$ cat src/rtl/pifregs_if.sv
// XI/XO bus bundle for pifregs: registered write/read-control inputs from the
// XI front end, readback byte and board outputs back toward it.
interface pifregs_if #(
  parameter int AW      = 8,
  parameter int SAW     = 4,
  parameter int DW      = 6,
  parameter int MISC_W  = 3,
  parameter int PULSE_W = 4
) ();
  // No valid/ready here: XI_PWr and XI_PRdFinished are single-cycle strobes
  // that the front end asserts for exactly one cycle and that are always
  // accepted; reads are continuous and XO is a plain registered value.
  logic               XI_PWr;
  logic [AW-1:0]      XI_PRWA;
  logic               XI_PRdFinished;
  logic [SAW-1:0]     XI_PRdSubA;
  logic [DW-1:0]      XI_PD;
  logic [7:0]         XO;
  logic [MISC_W-1:0]  MiscReg;
  logic [PULSE_W-1:0] Pulse;

  modport master (
    output XI_PWr, XI_PRWA, XI_PRdFinished, XI_PRdSubA, XI_PD,
    input  XO, MiscReg, Pulse
  );

  modport slave (
    input  XI_PWr, XI_PRWA, XI_PRdFinished, XI_PRdSubA, XI_PD,
    output XO, MiscReg, Pulse
  );
endinterface

$ cat src/rtl/pifregs.sv
// PIF control registers (scratch, misc/LED, self-clearing pulse) with a fixed
// five-stage ID readback pipeline. Optional write counter: PIFREGS_WRCNT_EN.
module pifregs #(
  parameter int                  AW           = 8,
  parameter int                  SAW          = 4,
  parameter int                  DW           = 6,
  parameter int                  NSCRATCH     = 4,
  parameter int                  MISC_W       = 3,
  parameter int                  PULSE_W      = 4,
  parameter logic [AW-1:0]       A_SCRATCH    = 'h02,
  parameter logic [AW-1:0]       A_MISC       = 'h01,
  parameter logic [AW-1:0]       A_PULSE      = 'h0A,
  parameter logic [AW-1:0]       A_ID         = 'h00,
  parameter logic [7:0]          ID_VAL       = 8'h41,
  parameter logic [DW-1:0]       SCRATCH_INIT = 'h15,
  parameter logic [MISC_W-1:0]   MISC_INIT    = '0
) (
  input  logic       xclk,
  input  logic       xrst_n,
  pifregs_if.slave   bus
);
  localparam int             NSUB     = NSCRATCH + 3;
  localparam logic [SAW:0]   NSUB_W   = (SAW+1)'(NSUB);
  localparam logic [SAW-1:0] OFF_LAST = SAW'(NSUB - 1);

  logic [DW-1:0]      scratch [NSCRATCH];
  logic [MISC_W-1:0]  misc;
  logic [MISC_W-1:0]  misc_out;
  logic [PULSE_W-1:0] pulse;
  logic [SAW-1:0]     offset;

  logic [SAW-1:0]     s1_sub;
  logic               s1_flag;
  logic [7:0]         s2_data;
  logic               s2_flag;
  logic [7:0]         s3_data;
  logic [7:0]         s4_data;
  logic [7:0]         xo;

  logic               id_sel;
  logic               wr_misc;
  logic               wr_pulse;
  logic               wr_scratch;
  logic [SAW:0]       sub_sum;
  logic [SAW-1:0]     sub_eff;
  logic [7:0]         status;
  logic [7:0]         map_data;

  always_comb begin
    id_sel     = (bus.XI_PRWA == A_ID);
    wr_misc    = bus.XI_PWr && (bus.XI_PRWA == A_MISC);
    wr_pulse   = bus.XI_PWr && (bus.XI_PRWA == A_PULSE);
    wr_scratch = 1'b0;
    for (int i = 0; i < NSCRATCH; i++) begin
      if (bus.XI_PWr && (bus.XI_PRWA == A_SCRATCH + AW'(i))) wr_scratch = 1'b1;
    end
    sub_sum = {1'b0, bus.XI_PRdSubA} + {1'b0, offset};
    sub_eff = SAW'(sub_sum % NSUB_W);
  end

`ifdef PIFREGS_WRCNT_EN
  logic [7:0] wr_cnt;

  // Clearing via a write to A_ID takes priority over counting.
  always_ff @(posedge xclk) begin
    if (!xrst_n) begin
      wr_cnt <= 8'h00;
    end else if (bus.XI_PWr && id_sel) begin
      wr_cnt <= 8'h00;
    end else if ((wr_scratch || wr_misc || wr_pulse) && (wr_cnt != 8'hFF)) begin
      wr_cnt <= wr_cnt + 8'd1;
    end
  end

  always_comb status = wr_cnt;
`else
  always_comb status = 8'h60 | {4'h0, s1_sub[3:0]};
`endif

  always_ff @(posedge xclk) begin
    if (!xrst_n) begin
      for (int i = 0; i < NSCRATCH; i++) scratch[i] <= SCRATCH_INIT;
      misc     <= MISC_INIT;
      misc_out <= MISC_INIT;
      pulse    <= '0;
    end else begin
      for (int i = 0; i < NSCRATCH; i++) begin
        if (bus.XI_PWr && (bus.XI_PRWA == A_SCRATCH + AW'(i))) scratch[i] <= bus.XI_PD;
      end
      if (wr_misc) misc <= bus.XI_PD[MISC_W-1:0];
      misc_out <= misc;
      pulse    <= wr_pulse ? bus.XI_PD[PULSE_W-1:0] : '0;
    end
  end

  // Leaving the ID address resets the burst; that beats an increment.
  always_ff @(posedge xclk) begin
    if (!xrst_n) begin
      offset <= '0;
    end else if (!id_sel) begin
      offset <= '0;
    end else if (bus.XI_PRdFinished) begin
      offset <= (offset == OFF_LAST) ? '0 : offset + SAW'(1);
    end
  end

  always_comb begin
    map_data = 8'h00;
    if (s1_sub == '0) map_data = ID_VAL;
    for (int i = 0; i < NSCRATCH; i++) begin
      if (s1_sub == SAW'(i + 1)) map_data = 8'h40 | 8'(scratch[i]);
    end
    if (s1_sub == SAW'(NSCRATCH + 1)) map_data = 8'h50 | 8'(misc);
    if (s1_sub == SAW'(NSCRATCH + 2)) map_data = status;
  end

  always_ff @(posedge xclk) begin
    if (!xrst_n) begin
      s1_sub  <= '0;
      s1_flag <= 1'b0;
      s2_data <= 8'h00;
      s2_flag <= 1'b0;
      s3_data <= 8'h00;
      s4_data <= 8'h00;
      xo      <= 8'h00;
    end else begin
      s1_sub  <= sub_eff;
      s1_flag <= id_sel;
      s2_data <= map_data;
      s2_flag <= s1_flag;
      s3_data <= s2_flag ? s2_data : 8'h00;
      s4_data <= s3_data;
      xo      <= s4_data;
    end
  end

  assign bus.XO      = xo;
  assign bus.MiscReg = misc_out;
  assign bus.Pulse   = pulse;
endmodule

$ cat src/flat_wrapper.sv
// flat-port wrapper written by rule: the top's interface ports become plain ports
module pifregs_flat 
#(
  parameter int                  AW           = 8,
  parameter int                  SAW          = 4,
  parameter int                  DW           = 6,
  parameter int                  NSCRATCH     = 4,
  parameter int                  MISC_W       = 3,
  parameter int                  PULSE_W      = 4,
  parameter logic [AW-1:0]       A_SCRATCH    = 'h02,
  parameter logic [AW-1:0]       A_MISC       = 'h01,
  parameter logic [AW-1:0]       A_PULSE      = 'h0A,
  parameter logic [AW-1:0]       A_ID         = 'h00,
  parameter logic [7:0]          ID_VAL       = 8'h41,
  parameter logic [DW-1:0]       SCRATCH_INIT = 'h15,
  parameter logic [MISC_W-1:0]   MISC_INIT    = '0
)
  (xclk, xrst_n, bus_XI_PWr, bus_XI_PRWA, bus_XI_PRdFinished, bus_XI_PRdSubA, bus_XI_PD, bus_XO, bus_MiscReg, bus_Pulse);
  pifregs_if #(.AW(AW), .SAW(SAW), .DW(DW), .MISC_W(MISC_W), .PULSE_W(PULSE_W)) bus_i ();
  input  logic xclk;
  input  logic xrst_n;
  input wire logic [$bits(bus_i.XI_PWr)-1:0] bus_XI_PWr;
  input wire logic [$bits(bus_i.XI_PRWA)-1:0] bus_XI_PRWA;
  input wire logic [$bits(bus_i.XI_PRdFinished)-1:0] bus_XI_PRdFinished;
  input wire logic [$bits(bus_i.XI_PRdSubA)-1:0] bus_XI_PRdSubA;
  input wire logic [$bits(bus_i.XI_PD)-1:0] bus_XI_PD;
  output wire logic [$bits(bus_i.XO)-1:0] bus_XO;
  output wire logic [$bits(bus_i.MiscReg)-1:0] bus_MiscReg;
  output wire logic [$bits(bus_i.Pulse)-1:0] bus_Pulse;
  assign bus_i.XI_PWr = bus_XI_PWr;
  assign bus_i.XI_PRWA = bus_XI_PRWA;
  assign bus_i.XI_PRdFinished = bus_XI_PRdFinished;
  assign bus_i.XI_PRdSubA = bus_XI_PRdSubA;
  assign bus_i.XI_PD = bus_XI_PD;
  assign bus_XO = bus_i.XO;
  assign bus_MiscReg = bus_i.MiscReg;
  assign bus_Pulse = bus_i.Pulse;
  pifregs #(.AW(AW), .SAW(SAW), .DW(DW), .NSCRATCH(NSCRATCH), .MISC_W(MISC_W), .PULSE_W(PULSE_W), .A_SCRATCH(A_SCRATCH), .A_MISC(A_MISC), .A_PULSE(A_PULSE), .A_ID(A_ID), .ID_VAL(ID_VAL), .SCRATCH_INIT(SCRATCH_INIT), .MISC_INIT(MISC_INIT)) u_core (.xclk(xclk), .xrst_n(xrst_n), .bus(bus_i));
endmodule
$ cat config.mk
export PLATFORM = sky130hd
export DESIGN_NAME = pifregs_flat
export DESIGN_NICKNAME = d
export VERILOG_FILES = /design/src/rtl/pifregs_if.sv /design/src/rtl/pifregs.sv /design/src/flat_wrapper.sv
export SDC_FILE = /design/constraint.sdc
export NUM_CORES = 1
export LEC_CHECK = 0
export CAP_MARGIN = 20
export CORE_MARGIN = 1
export CORE_UTILIZATION = 41
export DETAILED_ROUTE_END_ITERATION = 10
export GPL_TIMING_DRIVEN = 0
export PLACE_DENSITY = 0.64
export SYNTH_ARGS = -nofsm -noshare
export SYNTH_HDL_FRONTEND = slang
export SYNTH_SLANG_ARGS = --single-unit
$ cat constraint.sdc
create_clock -name xclk -period 5.5 [get_ports xclk]
set_clock_uncertainty 0.1 [all_clocks]
set_input_delay 0.55 -clock xclk [delete_from_list [all_inputs] [get_ports xclk]]
set_output_delay 0.55 -clock xclk [all_outputs]
set_load 0.02 [all_outputs]
* Word level (Yosys, flattened, before mapping)
Memories as Yosys holds them, arrays and structs flattened. Index checks and enable logic that the tools add are counted.
Cells by class: add/sub/neg operators 2, multiply operators 0, div/mod/pow operators 1, magnitude comparators 0, equal/unequal tests 13, shift-type cells 0, multiplexer cells 25, bitwise gates (word level) 5, reductions and logical operators 13
Operators with widths (count):
- $mux 7 | 7
- $mux 6 | 4
- $eq 4x3->1 const B | 4
- $eq 8x2->1 const B | 2
- $eq 8x3->1 const B | 2
- $mux 1 | 13
- $eq 4x2->1 const B | 2
- $eq 8x1->1 const B | 1
- $eq 8x4->1 const B | 1
- $logic_not 8->1 | 1
- $reduce_or 7->1 | 1
- $logic_and 1x1->1 | 6
- $reduce_and 2->1 | 3
- $add 4x4->5 | 1
- $mod 5x3->5 const B | 1
- $add 4x1->4 const B | 1
- $eq 4x1->1 const B | 1
- $logic_not 4->1 | 1
- $mux 4 | 1
- $or 1x1->1 | 4
- $reduce_or 2->1 | 1
- $not 1->1 | 1
Word-level totals: register bits 52, latch bits 0, memory bits (writable) 24, memory bits (read-only) 0, input bits 22, output and inout bits 15, word-level logic and storage cells 73, memories 1
Memories:
- u_core.scratch | words 4, bits a word 6, rd ports 4, clocked after Yosys merged registers in 0, write ports 4, RTL line pifregs.sv:26 | logic [DW-1:0] scratch [NSCRATCH];

* Depth between registers and ports, before layout
Gate-level depths: netlist of run 1.
depth in word-level cells 8, mapped depth 17, mapped depth without buffers 17

* Least setup slack after synthesis of run 1
OpenSTA, ideal clock, no wires.
kind input to register, start in bus_XI_PRdSubA[0], end reg u_core.s1_sub[2], library setup time 0.115 ns, data arrival time 3.302 ns, required time 5.285 ns, path slack 1.984 ns, cell stages on the path 17, buffers on the path 0, cell sequence ha_1 > inv_1 > fa_1 > xor2_2 > inv_1 > ha_1 > nand2_1 > nor2_1 > a21boi_0 > nand2_1 > nand2_1 > ha_1 > and3_1 > mux2i_2 > o21ai_2 > and3_1 > o21a_1
On the way: word-level cells in the longest chain between the ends 2
Ends and longest elaborated chain:
- start: declaration | RTL line flat_wrapper.sv:25 | input wire logic [$bits(bus_i.XI_PRdSubA)-1:0] bus_XI_PRdSubA;
- $add 4x4->5 | RTL line pifregs.sv:57 | sub_sum = {1'b0, bus.XI_PRdSubA} + {1'b0, offset};
- $mod 5x3->5 | RTL line pifregs.sv:58 | sub_eff = SAW'(sub_sum % NSUB_W);
- end signal: assignment | RTL line pifregs.sv:127 | s1_sub <= sub_eff;
- end: declaration | RTL line pifregs.sv:32 | logic [SAW-1:0] s1_sub;
No other way between the ends. A chain may end at the register's enable or synchronous reset.

* Worst setup path after layout of run 1
start in bus_XI_PRdSubA[0], end reg u_core.s1_sub[0]
Same word-level chain as after synthesis.

==> impl_metrics.json, run 1 <==
{
  "period_share": 0.721,
  "grt_usage": 0.161,
  "drt_iter0_markers": 101,
  "path_class": "primary input to flop",
  "cp.arrival_ns": 4.10,
  "grt_pass1_vias": 1982,
  "clockBufferDepth": 2,
  "start_util": 0.425,
  "io_pins": 37,
  "synth_seq_cells": 72,
  "wl_per_cell_um": 12.4,
  "grt-ovfl-total": 0,
  "relSlewSlack": 0.397,
  "final_hold_viol_count": 0,
  "cts.hold.buffers_added": 0,
  "hp-class": "flop to flop",
  "ys_async_sr_fraction": 0,
  "drc": 0,
  "crit_slowest_cell": "clkdlybuf4s50_1",
  "timing.hold.ws_ns": 0.331,
  "firstDrtPassIters": 4,
  "drive_above_1_share": 0.0780,
  "syn_nets": 326,
  "dieWidth_um": 88.9,
  "synth_edf_count": 24,
  "cts_buffers": 9,
  "status": "complete, no violations",
  "syn2layout_area_growth_pct": 22.2,
  "cp_num_buf_inv": 4,
  "cts_tree": "built",
  "nFillCells": 690,
  "yosys-top-cells-area": "dfxtp_1 (31%), edfxtp_1 (23%), and2_1 (7.3%)",
  "maxCapViolations": 0,
  "synth_xor_area_frac": 0.0109,
  "antenna_found_initial": 0,
  "place.gp.congestion": 0.773,
  "netlist-cell-type-count": 51,
  "core_mm2": 0.00729,
  "met3_usage": 0.0536,
  "finalSetupViolCount": 0,
  "netlist_top_cells_count": "dfxtp_1 (48), and2_1 (36), edfxtp_1 (24), nor2_1 (21), nand2_1 (19)",
  "synth_ff_type": "dfxtp_1",
  "muxShareOfSynthArea": 0.0453,
  "antenna_cells": 0,
  "yosysMostFrequentCell": "dfxtp_1",
  "synth_compound_area_frac": 0.0974,
  "synthCells": 296,
  "clkPwrFrac": 0.406,
  "grtUsageMet1": 0.209,
  "yosysTopAreaCell": "dfxtp_1",
  "critPathLaunchType": "primary input",
  "h-tree-depth": 3,
  "clk_pin_slew_ns": 0.08,
  "tns_ns": 0,
  "top_usage_layer": "met2",
  "portBuffers": 34,
  "power_switching_w": 0.000239,
  "power_frac_comb": 0.079,
  "avgSynthCellArea_um2": 10.5,
  "rsz0062_at_grt": "no",
  "grt_pass1_wl_um": 9350,
  "tightest_slew_ns": 0.895,
  "critPathCaptureType": "flop",
  "synth.cell_area_mm2": 0.00310,
  "cts_sinks": 72,
  "clock_latency_ns": 0.34,
  "drtAntennaViolNets": 0,
  "yosys_warnings": 0,
  "cts.repair.resized": 0,
  "synth_top_family_by_area": "simple AND/OR/NAND/NOR gates",
  "vias": 2158,
  "synth_top_area_frac": 0.310,
  "dpl.hpwl_um": 4090,
  "crit_fanout": 6,
  "die_area_mm2": 0.00790,
  "synth_adder_area_share": 0.0347,
  "use_met2": 0.255,
  "via_per_inst": 4.85,
  "internal-power_w": 0.000868,
  "p_leak_nw": 1.45,
  "worstPathCellList": "clkdlybuf4s50_1 > ha_1 > inv_1 > fa_1 > xor2_2 > inv_1 > ha_1 > nand2_1 > nor2_1 > o41ai_2 > nand2_1 > o21ai_0 > ha_1 > inv_1 > nor2_1 > o21ai_0 > and3b_1",
  "slowest_delay_ns": 0.46,
  "maxSlewViolCount": 0,
  "ir_worst_vdd_mv": 0.161,
  "wl_um": 5510,
  "min_period_ns": 3.97,
  "clock-root-buffer": "clkbuf_8",
  "crit_family": "adder cells",
  "power_density_mw_per_mm2": 293,
  "grt_max_degree": 13,
  "worstPathRequired_ns": 5.63,
  "seq_power_share": 0.515,
  "synthSimpleGateAreaFrac": 0.238,
  "post_cts_buffers": 0,
  "num_rows": 31,
  "die_h_um": 88.9,
  "yosysSeqAreaShare": 0.543,
  "clock.fmax_mhz": 252,
  "fin_nets": 371,
  "p_sw_frac": 0.216,
  "finalPower_w": 0.00111
}
-- placed cells by master, fill, tap and decap left out, drive strengths merged, types with 6 or more instances in the layout --
cell           synthesis  routed
clkbuf                10      22
mux2i                  8       8
a21oi                  6       6
or3                   12      12
edfxtp                24      24
nand2                 19      19
inv                   12      13
nor3                   8       8
clkdlybuf4s50          0      34
and3                  11      11
and2                  36      36
o21ai                 13      13
ha                     7       7
nor2                  21      21
dfxtp                 48      48
nor2b                  9       9
-- per-stage QoR --
step	setup slack (ns)	cell area [µm²]	utilization	cells
final	1.53	3780	0.519	445
after CTS	1.51	3780	0.519	445
after detailed placement	1.19	3560	0.488	429
after floorplan	1.98	3100	-	296
after global placement	1.24	3560	0.488	429
after global routing	1.15	3780	0.519	445
-- logic make-up after synthesis --
kind of cell,count (synthesis)
flip-flops,72
AND/OR/NAND/NOR,134
adder cells (fa/ha/maj),8
AO/OA/AOI/OAI,43
buffers and inverters,23
other,1
XOR/XNOR,3
multiplexers,12
-- routing by layer --
layer / wire, µm / vias up
met2: 2580 / 54
met1: 2570 / 974
met5: 0 / -
li1: - / 1124
met4: 51 / 0
met3: 305 / 6
-- cell type report --
class | count | area, µm² | area share
plain buffers | 11 | 45.0 | 0.0119
well taps | 99 | 124 | 0.0327
clock buffers | 12 | 178 | 0.0469
repair buffers | 34 | 340 | 0.0899
clock inverters | 4 | 46.3 | 0.0122
inverters | 12 | 45.0 | 0.0119
multi-input cells | 201 | 1330 | 0.350
flip-flops and latches | 72 | 1680 | 0.444
-- worst paths after layout --
| kind | start | end | slack, ns | cells after the start |
|---|---|---|---|---|
| max | bus_XI_PRdSubA[0] | u_core.s1_sub[0] | 1.53 | 17 |
| max reg2reg | u_core.offset[0] | u_core.s1_sub[0] | 1.76 | 16 |
| min reg2reg | u_core.s1_flag | u_core.s2_flag | 0.33 | 1 |
| min | u_core.s1_flag | u_core.s2_flag | 0.33 | 1 |
-- state kept, by name, indices dropped and copies added, names as in the netlist --
register / count
u_core.offset: 4
u_core.s2_flag: 1
u_core.scratch: 24
u_core.bus.XO: 7
u_core.s1_flag: 1
u_core.s3_data: 7
u_core.bus.MiscReg: 3
u_core.s4_data: 7
u_core.misc: 3
u_core.bus.Pulse: 4
u_core.s2_data: 7
u_core.s1_sub: 4
-- power by group through the flow --
stage               Combinational, W  Sequential [W]  Clock, W
floorplan                  0.0000559        0.000579         0
global placement           0.0000870        0.000582         0
detailed placement         0.0000878        0.000582         0
CTS                        0.0000884        0.000570  0.000459
global route               0.0000982        0.000571  0.000482
finish                     0.0000877        0.000570  0.000450
Power figures use the tool's default switching activity.
==> inputs of run 2 (changes only) <==
- PLACE_DENSITY: 0.64 -> 0.66
- clock period: 5.5 -> 3.3 ns (I/O delays scaled with it)
==> run 2 against run 1 <==
Against the previous run: cell count up 2.0%; final area is 5.8% higher; non-clock buffer count increased by 9; sequential share of layout area fell by 2.4 points; sequential power rose by 66%; total power up 73%; critical path depth fell by 5; first-iteration DRC count down 24%; count of clock-buffer cells in the layout down 2; global-route usage increased by 0.51 points; combinational power increased by 93%; worst hold slack improved by 0.0031 ns.
==> impl_metrics.json, run 2 (synthesis results as in run 1) <==
{
  "placement.cell_area_mm2": 0.00357,
  "final_util": 0.549,
  "hp-start": "u_core.s4_data[2]",
  "die_area_mm2": 0.00790,
  "cts.hold.buffers_added": 0,
  "hold_path_depth": 1,
  "critPathCaptureType": "flop",
  "grt_pass1_vias": 2092,
  "top_register": "u_core.scratch",
  "drc": 0,
  "largest_reg_flops": 24,
  "drt_iter0_markers": 77,
  "grt_pass1_wl_um": 9800,
  "clock-root-buffer": "clkbuf_8",
  "clockBufferDepth": 2,
  "worstPathRequired_ns": 3.43,
  "tightest_slew_ns": 0.983,
  "final_common_cell": "dfxtp_1",
  "path_class": "primary input to flop",
  "p_sw_frac": 0.221,
  "syn2layout_area_growth_pct": 29.3,
  "final_hold_viol_count": 0,
  "start_util": 0.425,
  "cts_buffers": 9,
  "multi_input_area_mm2": 0.00146,
  "period_share": 0.990,
  "power_frac_comb": 0.088,
  "clock_latency_ns": 0.33,
  "internal-power_w": 0.00149,
  "power_density_mw_per_mm2": 478,
  "finalSetupViolCount": 0,
  "place.gp.congestion": 0.765,
  "clock.fmax_mhz": 306,
  "via_per_inst": 4.93,
  "h-tree-depth": 3,
  "fin_nets": 380,
  "r2r_end": "u_core.s1_sub[0]",
  "nFillCells": 687,
  "seq_power_share": 0.496,
  "layout_common_cells": "dfxtp_1 (46), and2_1 (36), clkdlybuf4s50_1 (33)",
  "portBuffers": 34,
  "dpl.hpwl_um": 4210,
  "grt_usage": 0.166,
  "crit_fanout": 4,
  "tns_ns": 0,
  "fin_area_mm2": 0.00400,
  "seq_area_mm2": 0.00168,
  "hp-class": "flop to flop",
  "num_rows": 31,
  "grt_max_degree": 14,
  "core_mm2": 0.00729,
  "rr_startpoint": "u_core.offset[0]",
  "rrSetupSlack_ns": 0.04,
  "grt-ovfl-total": 0,
  "maxSlewViolCount": 0,
  "power_switching_w": 0.000422,
  "wl_per_cell_um": 13.5,
  "critPathLaunchType": "primary input",
  "relSlewSlack": 0.338,
  "cp.arrival_ns": 3.39,
  "cts_sinks": 72,
  "maxCapViolations": 0,
  "antenna_found_initial": 0,
  "drtAntennaViolNets": 0,
  "io_pins": 37,
  "antenna_cells": 0,
  "clk_pin_slew_ns": 0.08,
  "reg2reg_depth": 12,
  "firstDrtPassIters": 5,
  "min_period_ns": 3.27,
  "vias": 2238,
  "die_h_um": 88.9,
  "drive_above_1_share": 0.163,
  "dieWidth_um": 88.9,
  "hold_end": "u_core.bus.XO[2]",
  "clkPwrFrac": 0.416,
  "ir_worst_vdd_mv": 0.270,
  "wl_um": 6110,
  "status": "complete, no violations",
  "p_leak_nw": 1.53,
  "cts_tree": "built"
}
==> run 2: cell count changes in the layout (fill, tap and decap cells not counted), sizes merged <==
| cell | change |
|---|---|
| clkbuf | -2 |
| bufinv | +1 |
| dlymetal6s2s | +1 |
| clkinv | +1 |
| buf | +9 |
| clkdlybuf4s50 | -1 |
==> run 2: what timing repair did <==
| action | 4_1_cts | 5_1_grt |
|---|---|---|
| pin swaps | 7 | 12 |
| buffers inserted | 6 | 3 |
| gates resized for setup | 13 | 17 |
| setup endpoints to repair | 4 | 4 |
==> run 2: metrics by stage <==
step / setup slack [ns] / total power (W) / hold WS [ns] / cells
after floorplan: 0.0564 / 0.00106 / 0.312 / 296
final: 0.0340 / 0.00191 / 0.334 / 454
after detailed placement: -0.643 / 0.00112 / 0.319 / 429
after global routing: -0.0635 / 0.00199 / 0.352 / 454
after global placement: -0.599 / 0.00111 / 0.314 / 429
after CTS: 0.00319 / 0.00192 / 0.337 / 451
==> run 2: metal layers <==
metal | vias up | GRT usage | share of wire
met5 | - | 0 | 0
met4 | 0 | 0.0557 | 0.0097
met3 | 7 | 0.0563 | 0.043
met2 | 52 | 0.270 | 0.50
met1 | 1034 | 0.209 | 0.45
li1 | 1145 | - | -
==> run 2: cell type report <==
| type | count | area share |
|---|---|---|
| Buffer | 11 | 0.0113 |
| Clock buffer | 10 | 0.0372 |
| Clock inverter | 6 | 0.0222 |
| Inverter | 12 | 0.0113 |
| Multi-Input combinational cell | 201 | 0.364 |
| Sequential cell | 72 | 0.421 |
| Tap cell | 99 | 0.0309 |
| Timing Repair Buffer | 43 | 0.103 |
==> run 2: worst max-delay path: stages <==
cell and delay (ns):
clkdlybuf4s50_1 0.49, inv_1 0.08, fa_2 0.45, buf_4 0.17, or4b_1 0.48, o21ai_2 0.11
o41ai_4 0.11, a22oi_1 0.40, o221ai_1 0.31, nor2_4 0.20, o21ai_0 0.08, and3b_1 0.17
==> run 2: how the worst max path moves through the flow <==
stage / depth (start not counted) / slack, ns / start / to
after floorplan: 17 / 0.06 / u_core.offset[0] / u_core.s1_sub[2]
after global placement: 17 / -0.60 / bus_XI_PRdSubA[0] / u_core.s1_sub[0]
after detailed placement: 17 / -0.64 / bus_XI_PRdSubA[0] / u_core.s1_sub[0]
after CTS: 18 / 0.003 / bus_XI_PRdSubA[0] / u_core.s1_sub[2]
after global routing: 12 / -0.06 / u_core.offset[0] / u_core.s1_sub[0]
final: 12 / 0.03 / bus_XI_PRdSubA[1] / u_core.s1_sub[0]
==> run 2: power by group through the flow <==
stage | logic [W] | clock network [W] | registers [W]
global route | 0.000187 | 0.000851 | 0.000951
floorplan | 0.0000936 | 0 | 0.000966
CTS | 0.000159 | 0.000811 | 0.000949
finish | 0.000169 | 0.000796 | 0.000949
detailed placement | 0.000149 | 0 | 0.000969
global placement | 0.000146 | 0 | 0.000968
